## config.mk

```make
export PLATFORM = sky130hd
export DESIGN_NAME = vga_sync
export DESIGN_NICKNAME = d
export VERILOG_FILES = /design/src/rtl/vga_sync.sv
export SDC_FILE = /design/constraint.sdc
export NUM_CORES = 1
export LEC_CHECK = 0
export ABC_CLOCK_PERIOD_IN_PS = 3300
export CORE_ASPECT_RATIO = 1.5
export CORE_MARGIN = 4
export CORE_UTILIZATION = 45
export CTS_CLUSTER_SIZE = 12
export DETAILED_ROUTE_END_ITERATION = 8
export PLACE_DENSITY = 0.71
export SYNTH_ARGS = -nofsm -noshare
export SYNTH_HDL_FRONTEND = slang
export SYNTH_SLANG_ARGS = --single-unit
```

## constraint.sdc

```tcl
create_clock -name clock_25 -period 3.3 [get_ports clock_25]
set_input_delay 0.66 -clock clock_25 [delete_from_list [all_inputs] [get_ports clock_25]]
set_output_delay 0.66 -clock clock_25 [all_outputs]
set_load 0.02 [all_outputs]
```

## src/rtl/vga_sync.sv

```systemverilog
// Raster timing generator for 640x480@60: free-running X/Y counters, registered
// sync/visible flags aligned with the counters, delayed copies, frame and game ticks.
module vga_sync #(
  parameter int unsigned PIXEL_DISPLAY_BIT = 9,
  parameter int unsigned PIPE_DELAY        = 1,
  parameter int unsigned FRAMES_PER_TICK   = 6,
  parameter int unsigned H_SYNC            = 96,
  parameter int unsigned H_BACK            = 48,
  parameter int unsigned H_ACTIVE          = 640,
  parameter int unsigned H_FRONT           = 16,
  parameter int unsigned V_SYNC            = 2,
  parameter int unsigned V_BACK            = 33,
  parameter int unsigned V_ACTIVE          = 480,
  parameter int unsigned V_FRONT           = 10
) (
  input  logic                       clock_25,
  input  logic                       reset,
  input  logic                       tick_en,
  output logic [PIXEL_DISPLAY_BIT:0] X,
  output logic [PIXEL_DISPLAY_BIT:0] Y,
  output logic                       hsync,
  output logic                       vsync,
  output logic                       video_on,
  output logic                       hsync_d,
  output logic                       vsync_d,
  output logic                       video_on_d,
  output logic                       frame_tick,
  output logic                       game_tick
);

  localparam int unsigned W           = PIXEL_DISPLAY_BIT + 1;
  localparam int unsigned H_TOTAL     = H_SYNC + H_BACK + H_ACTIVE + H_FRONT;
  localparam int unsigned V_TOTAL     = V_SYNC + V_BACK + V_ACTIVE + V_FRONT;
  localparam int unsigned H_VIS_START = H_SYNC + H_BACK;
  localparam int unsigned H_VIS_END   = H_VIS_START + H_ACTIVE - 1;
  localparam int unsigned V_VIS_START = V_SYNC + V_BACK;
  localparam int unsigned V_VIS_END   = V_VIS_START + V_ACTIVE - 1;

  typedef logic [W-1:0] cnt_t;
  typedef logic [PIPE_DELAY-1:0] pipe_t;

  cnt_t       x_q, x_d, y_q, y_d;
  logic       hs_q, hs_d, vs_q, vs_d, vo_q, vo_d, ft_q, ft_d;
  pipe_t      hs_pipe_q, hs_pipe_d, vs_pipe_q, vs_pipe_d, vo_pipe_q, vo_pipe_d;
  logic [5:0] fcnt_q, fcnt_d;
  logic       x_last, y_last, fcnt_last;

  // Flags are decoded from the next-state counters so that, once registered,
  // they describe the X/Y visible in the same cycle.
  always_comb begin
    x_last    = (x_q == cnt_t'(H_TOTAL - 1));
    y_last    = (y_q == cnt_t'(V_TOTAL - 1));
    fcnt_last = (fcnt_q == 6'(FRAMES_PER_TICK - 1));

    x_d = x_last ? '0 : x_q + cnt_t'(1);
    y_d = y_q;
    if (x_last) begin
      y_d = y_last ? '0 : y_q + cnt_t'(1);
    end

    hs_d = (x_d >= cnt_t'(H_SYNC));
    vs_d = (y_d >= cnt_t'(V_SYNC));
    vo_d = (x_d >= cnt_t'(H_VIS_START)) && (x_d <= cnt_t'(H_VIS_END)) &&
           (y_d >= cnt_t'(V_VIS_START)) && (y_d <= cnt_t'(V_VIS_END));
    ft_d = (x_d == cnt_t'(H_TOTAL - 1)) && (y_d == cnt_t'(V_TOTAL - 1));

    hs_pipe_d = (hs_pipe_q << 1) | pipe_t'(hs_q);
    vs_pipe_d = (vs_pipe_q << 1) | pipe_t'(vs_q);
    vo_pipe_d = (vo_pipe_q << 1) | pipe_t'(vo_q);

    // tick_en only matters during the frame_tick cycle
    fcnt_d = fcnt_q;
    if (ft_q && tick_en) begin
      fcnt_d = fcnt_last ? '0 : fcnt_q + 6'd1;
    end
  end

  always_ff @(posedge clock_25 or negedge reset) begin
    if (!reset) begin
      x_q       <= '0;
      y_q       <= '0;
      hs_q      <= 1'b0;
      vs_q      <= 1'b0;
      vo_q      <= 1'b0;
      ft_q      <= 1'b0;
      hs_pipe_q <= '1;
      vs_pipe_q <= '1;
      vo_pipe_q <= '0;
      fcnt_q    <= '0;
    end else begin
      x_q       <= x_d;
      y_q       <= y_d;
      hs_q      <= hs_d;
      vs_q      <= vs_d;
      vo_q      <= vo_d;
      ft_q      <= ft_d;
      hs_pipe_q <= hs_pipe_d;
      vs_pipe_q <= vs_pipe_d;
      vo_pipe_q <= vo_pipe_d;
      fcnt_q    <= fcnt_d;
    end
  end

  assign X          = x_q;
  assign Y          = y_q;
  assign hsync      = hs_q;
  assign vsync      = vs_q;
  assign video_on   = vo_q;
  assign hsync_d    = hs_pipe_q[PIPE_DELAY-1];
  assign vsync_d    = vs_pipe_q[PIPE_DELAY-1];
  assign video_on_d = vo_pipe_q[PIPE_DELAY-1];
  assign frame_tick = ft_q;
  assign game_tick  = ft_q & tick_en & fcnt_last;

endmodule

```

==> flow_metrics.tcl <==
set metrics [dict create \
    startpoint_type "register" \
    rsz0062_at_grt "false" \
    tritoncts_clock_tree "yes" \
    synthCells 170 \
    cts_setup_buffers 0 \
    worstRegToRegCells 6 \
    worst_slew_margin_rel_pct 58.9 \
    pre_cts_slack_ns 0.162 \
    diodes_inserted 0 \
    grt_first_pass_wirelength_mm 7.40 \
    crit-reg2reg-launch "Y[5]" \
    fp-row-count 27 \
    grt_max_degree 34 \
    period_minus_slack_ns 3.14 \
    timing.hold.worst.start "vsync" \
    report.final.setup_viol 0 \
    drv_cap 0 \
    cts.sink_count 33 \
    fraction_of_layout_cells_with_a_size_suffix_above_1_pct 11.4 \
    synthesis.area_per_instance_um2 10.2 \
    crit_required_ns 3.50 \
    worst_r2r_setup_slack_ns 0.16 \
    coreArea_mm2 0.00368 \
    grt_use_total_pct 20.1 \
    cp-end-kind "register" \
    holdBufCountCts 0 \
    finalCritPeriodShare_pct 95.0 \
    final_critical_path_setup_slack_ns 0.165 \
    ys_ff_latch 33 \
    final_net_count 219 \
    most_instantiated_flip_flop_cell_in_the_synthesis_netlist "dfrtp_1" \
    power-per-cell-area_mw_per_mm2 317 \
    cts_inserted_buffers 5 \
    ctsRootBufferMaster "clkbuf_8" \
    share_of_async_settable_or_async_resettable_flops_after_synthesis_pct 100 \
    clk_transition_reported_paths_ns 0.06 \
    max_vdd_drop_mv 0.371 \
    routed_wirelength_mm 4.40 \
    antenna_violating_nets_post_route 0 \
    clock_insertion_delay_worst_skew_ns 0.28 \
    chipWidth_um 58.6 \
    synthDominantCellAreaShare_pct 44.9 \
    synth-edff-count 0 \
    synth_top_cells_by_count "dfrtp_1 (31), inv_1 (14), nand2_1 (10), nor2_1 (10)" \
    syn-num-nets 179 \
    die_h_um 83.9 \
    cts.htree.levels 2 \
    route.vias.total 1445 \
    crit_type "register to register" \
    synth_seq_area_share_pct 47.9 \
    synth.most_common_cell "dfrtp_1" \
    gp_routability_congestion 0.859 \
    yosysTopAreaCell "dfrtp_1" \
    run_status "completed" \
    drv_slew 0 \
    mappedNetlistArea_mm2 0.00173 \
    first_global_vias 1501 \
    max_freq_mhz 319 \
    layout-area-overhead-vs-synth_pct 27.5 \
    synthesis.yosys.warnings 0 \
    filler_cell_count 335 \
    ys_top_cells_by_area "dfrtp_1 (45%), ha_1 (4.3%), xor2_1 (4.1%), nand4_1 (3.3%), dfstp_2 (3.0%)" \
    port-buffer-count 30 \
    start_util_pct 47.0 \
    worst_ep_arrival_time_ns 3.33 \
    pin_count 31 \
    detailedRoute.firstPassIterationCount 4 \
    timing.hold.worst.class "register to register" \
    routed_wirelength_normalized_by_instance_count_um 17.4 \
    power_leakage_nw 0.993 \
    critPathMaxFanout 6 \
    congestion_overflow_gr 0 \
    antenna_violations_before_repair 0 \
    post_cts.resized_instances 0 \
    finClkSkew_ns 0.00607 \
    crit-reg2reg-capture "video_on" \
    detail_route.drc_violations 0 \
    post_dp_hpwl_mm 3.35 \
    drtIter0Drc 40 \
    worstMarginPinSlew_ns 0.612 \
    vias_per_cell 5.71 \
    finalHoldViolations 0 \
    number_of_library_cell_types_mapped_by_synthesis 42 \
    cts.path.max_buffers 2 \
    floorplan.die_area_mm2 0.00492 \
    setup_tns_ns 0 \
    min_path_cells 0 \
    worstHoldEndpoint "vsync_d" \
]
-- routing by layer --
metal | GRT usage, % | part of all wire (%) | vias up
met1 | 23.3 | 39 | 692
li1 | - | - | 703
met3 | 3.87 | 3.9 | 10
met4 | 10.3 | 3.2 | 0
met2 | 34.0 | 53 | 40
met5 | 0 | 0 | -
-- worst max-delay path by stage --
| stage | to | slack [ns] | cells past startpoint | start |
|---|---|---|---|---|
| global placement | vsync | 0.25 | 6 | X[5] |
| floorplan | vsync | 0.32 | 8 | X[0] |
| finish | video_on | 0.16 | 6 | Y[5] |
| global route | video_on | 0.04 | 6 | Y[5] |
| detailed placement | frame_tick | 0.16 | 9 | X[0] |
| CTS | frame_tick | 0.13 | 9 | X[0] |
-- layout make-up --
cell class,count,area (um^2),area share (%)
Clock buffer,6,72.6,3.29
Clock inverter,1,5.00,0.227
Inverter,14,52.6,2.38
Multi-Input combinational cell,118,832,37.7
Sequential cell,33,828,37.6
Tap cell,43,53.8,2.44
Timing Repair Buffer,38,360,16.3
-- state kept, by name (all words and copies together) (netlist names) --
name	count
hsync_d	1
frame_tick	1
video_on_d	1
video_on	1
Y	10
hsync	1
fcnt_q	6
vsync_d	1
vsync	1
X	10
-- worst max-delay path: stages (launching register included) --
cell and delay, ns:
dfrtp_1 0.46, or4_1 0.62, nor3_1 0.55, o2bb2ai_2 0.16, or4_1 0.57, or4_1 0.48, a211oi_2 0.21
-- stage by stage --
step | total power, mW | instance area [um^2] | instances | util, % | hold WS, ns
floorplan | 0.412 | 1730 | 170 | - | 0.364
global placement | 0.423 | 2120 | 246 | 57.6 | 0.354
detailed placement | 0.423 | 2120 | 246 | 57.6 | 0.365
CTS | 0.713 | 2200 | 253 | 59.7 | 0.381
global route | 0.737 | 2200 | 253 | 59.9 | 0.400
finish | 0.699 | 2200 | 253 | 59.9 | 0.379
-- cells in the final DEF, fill, tap and decap left out, types with 2 or more instances in the layout --
cell type / n
a211oi_2: 2
or4_1: 7
nor4_1: 5
clkbuf_8: 5
ha_1: 6
nor4b_1: 3
or2_2: 2
xnor2_1: 6
inv_1: 14
nor2_1: 10
o21ai_0: 7
dfstp_2: 2
or3_1: 2
dfrtp_1: 31
o211ai_1: 2
nand4_1: 9
nor3_1: 7
clkdlybuf4s50_1: 30
o31ai_1: 2
buf_4: 8
xor2_1: 8
nand2_1: 10
a21o_1: 2
nand3_1: 9
-- power by group --
| part | leakage (nW) | total (mW) | switching, mW | internal, mW |
|---|---|---|---|---|
| sequential | 0.439 | 0.405 | 0 | 0.405 |
| clock | 0.0410 | 0.284 | 0.140 | 0.143 |
| combinational | 0.512 | 0.0108 | 0.00795 | 0.00286 |
-- cell families after synthesis --
logic type	synth area share (%)
adders and majority gates	4.34
buffers and inverters	4.27
xor gates and xnor gates	7.09
and+or+nand+nor	24.8
muxes	0.579
DFF	47.9
AOI/OAI and AO/OA	11.0
Note: power is estimated with default switching activity, not from simulation.
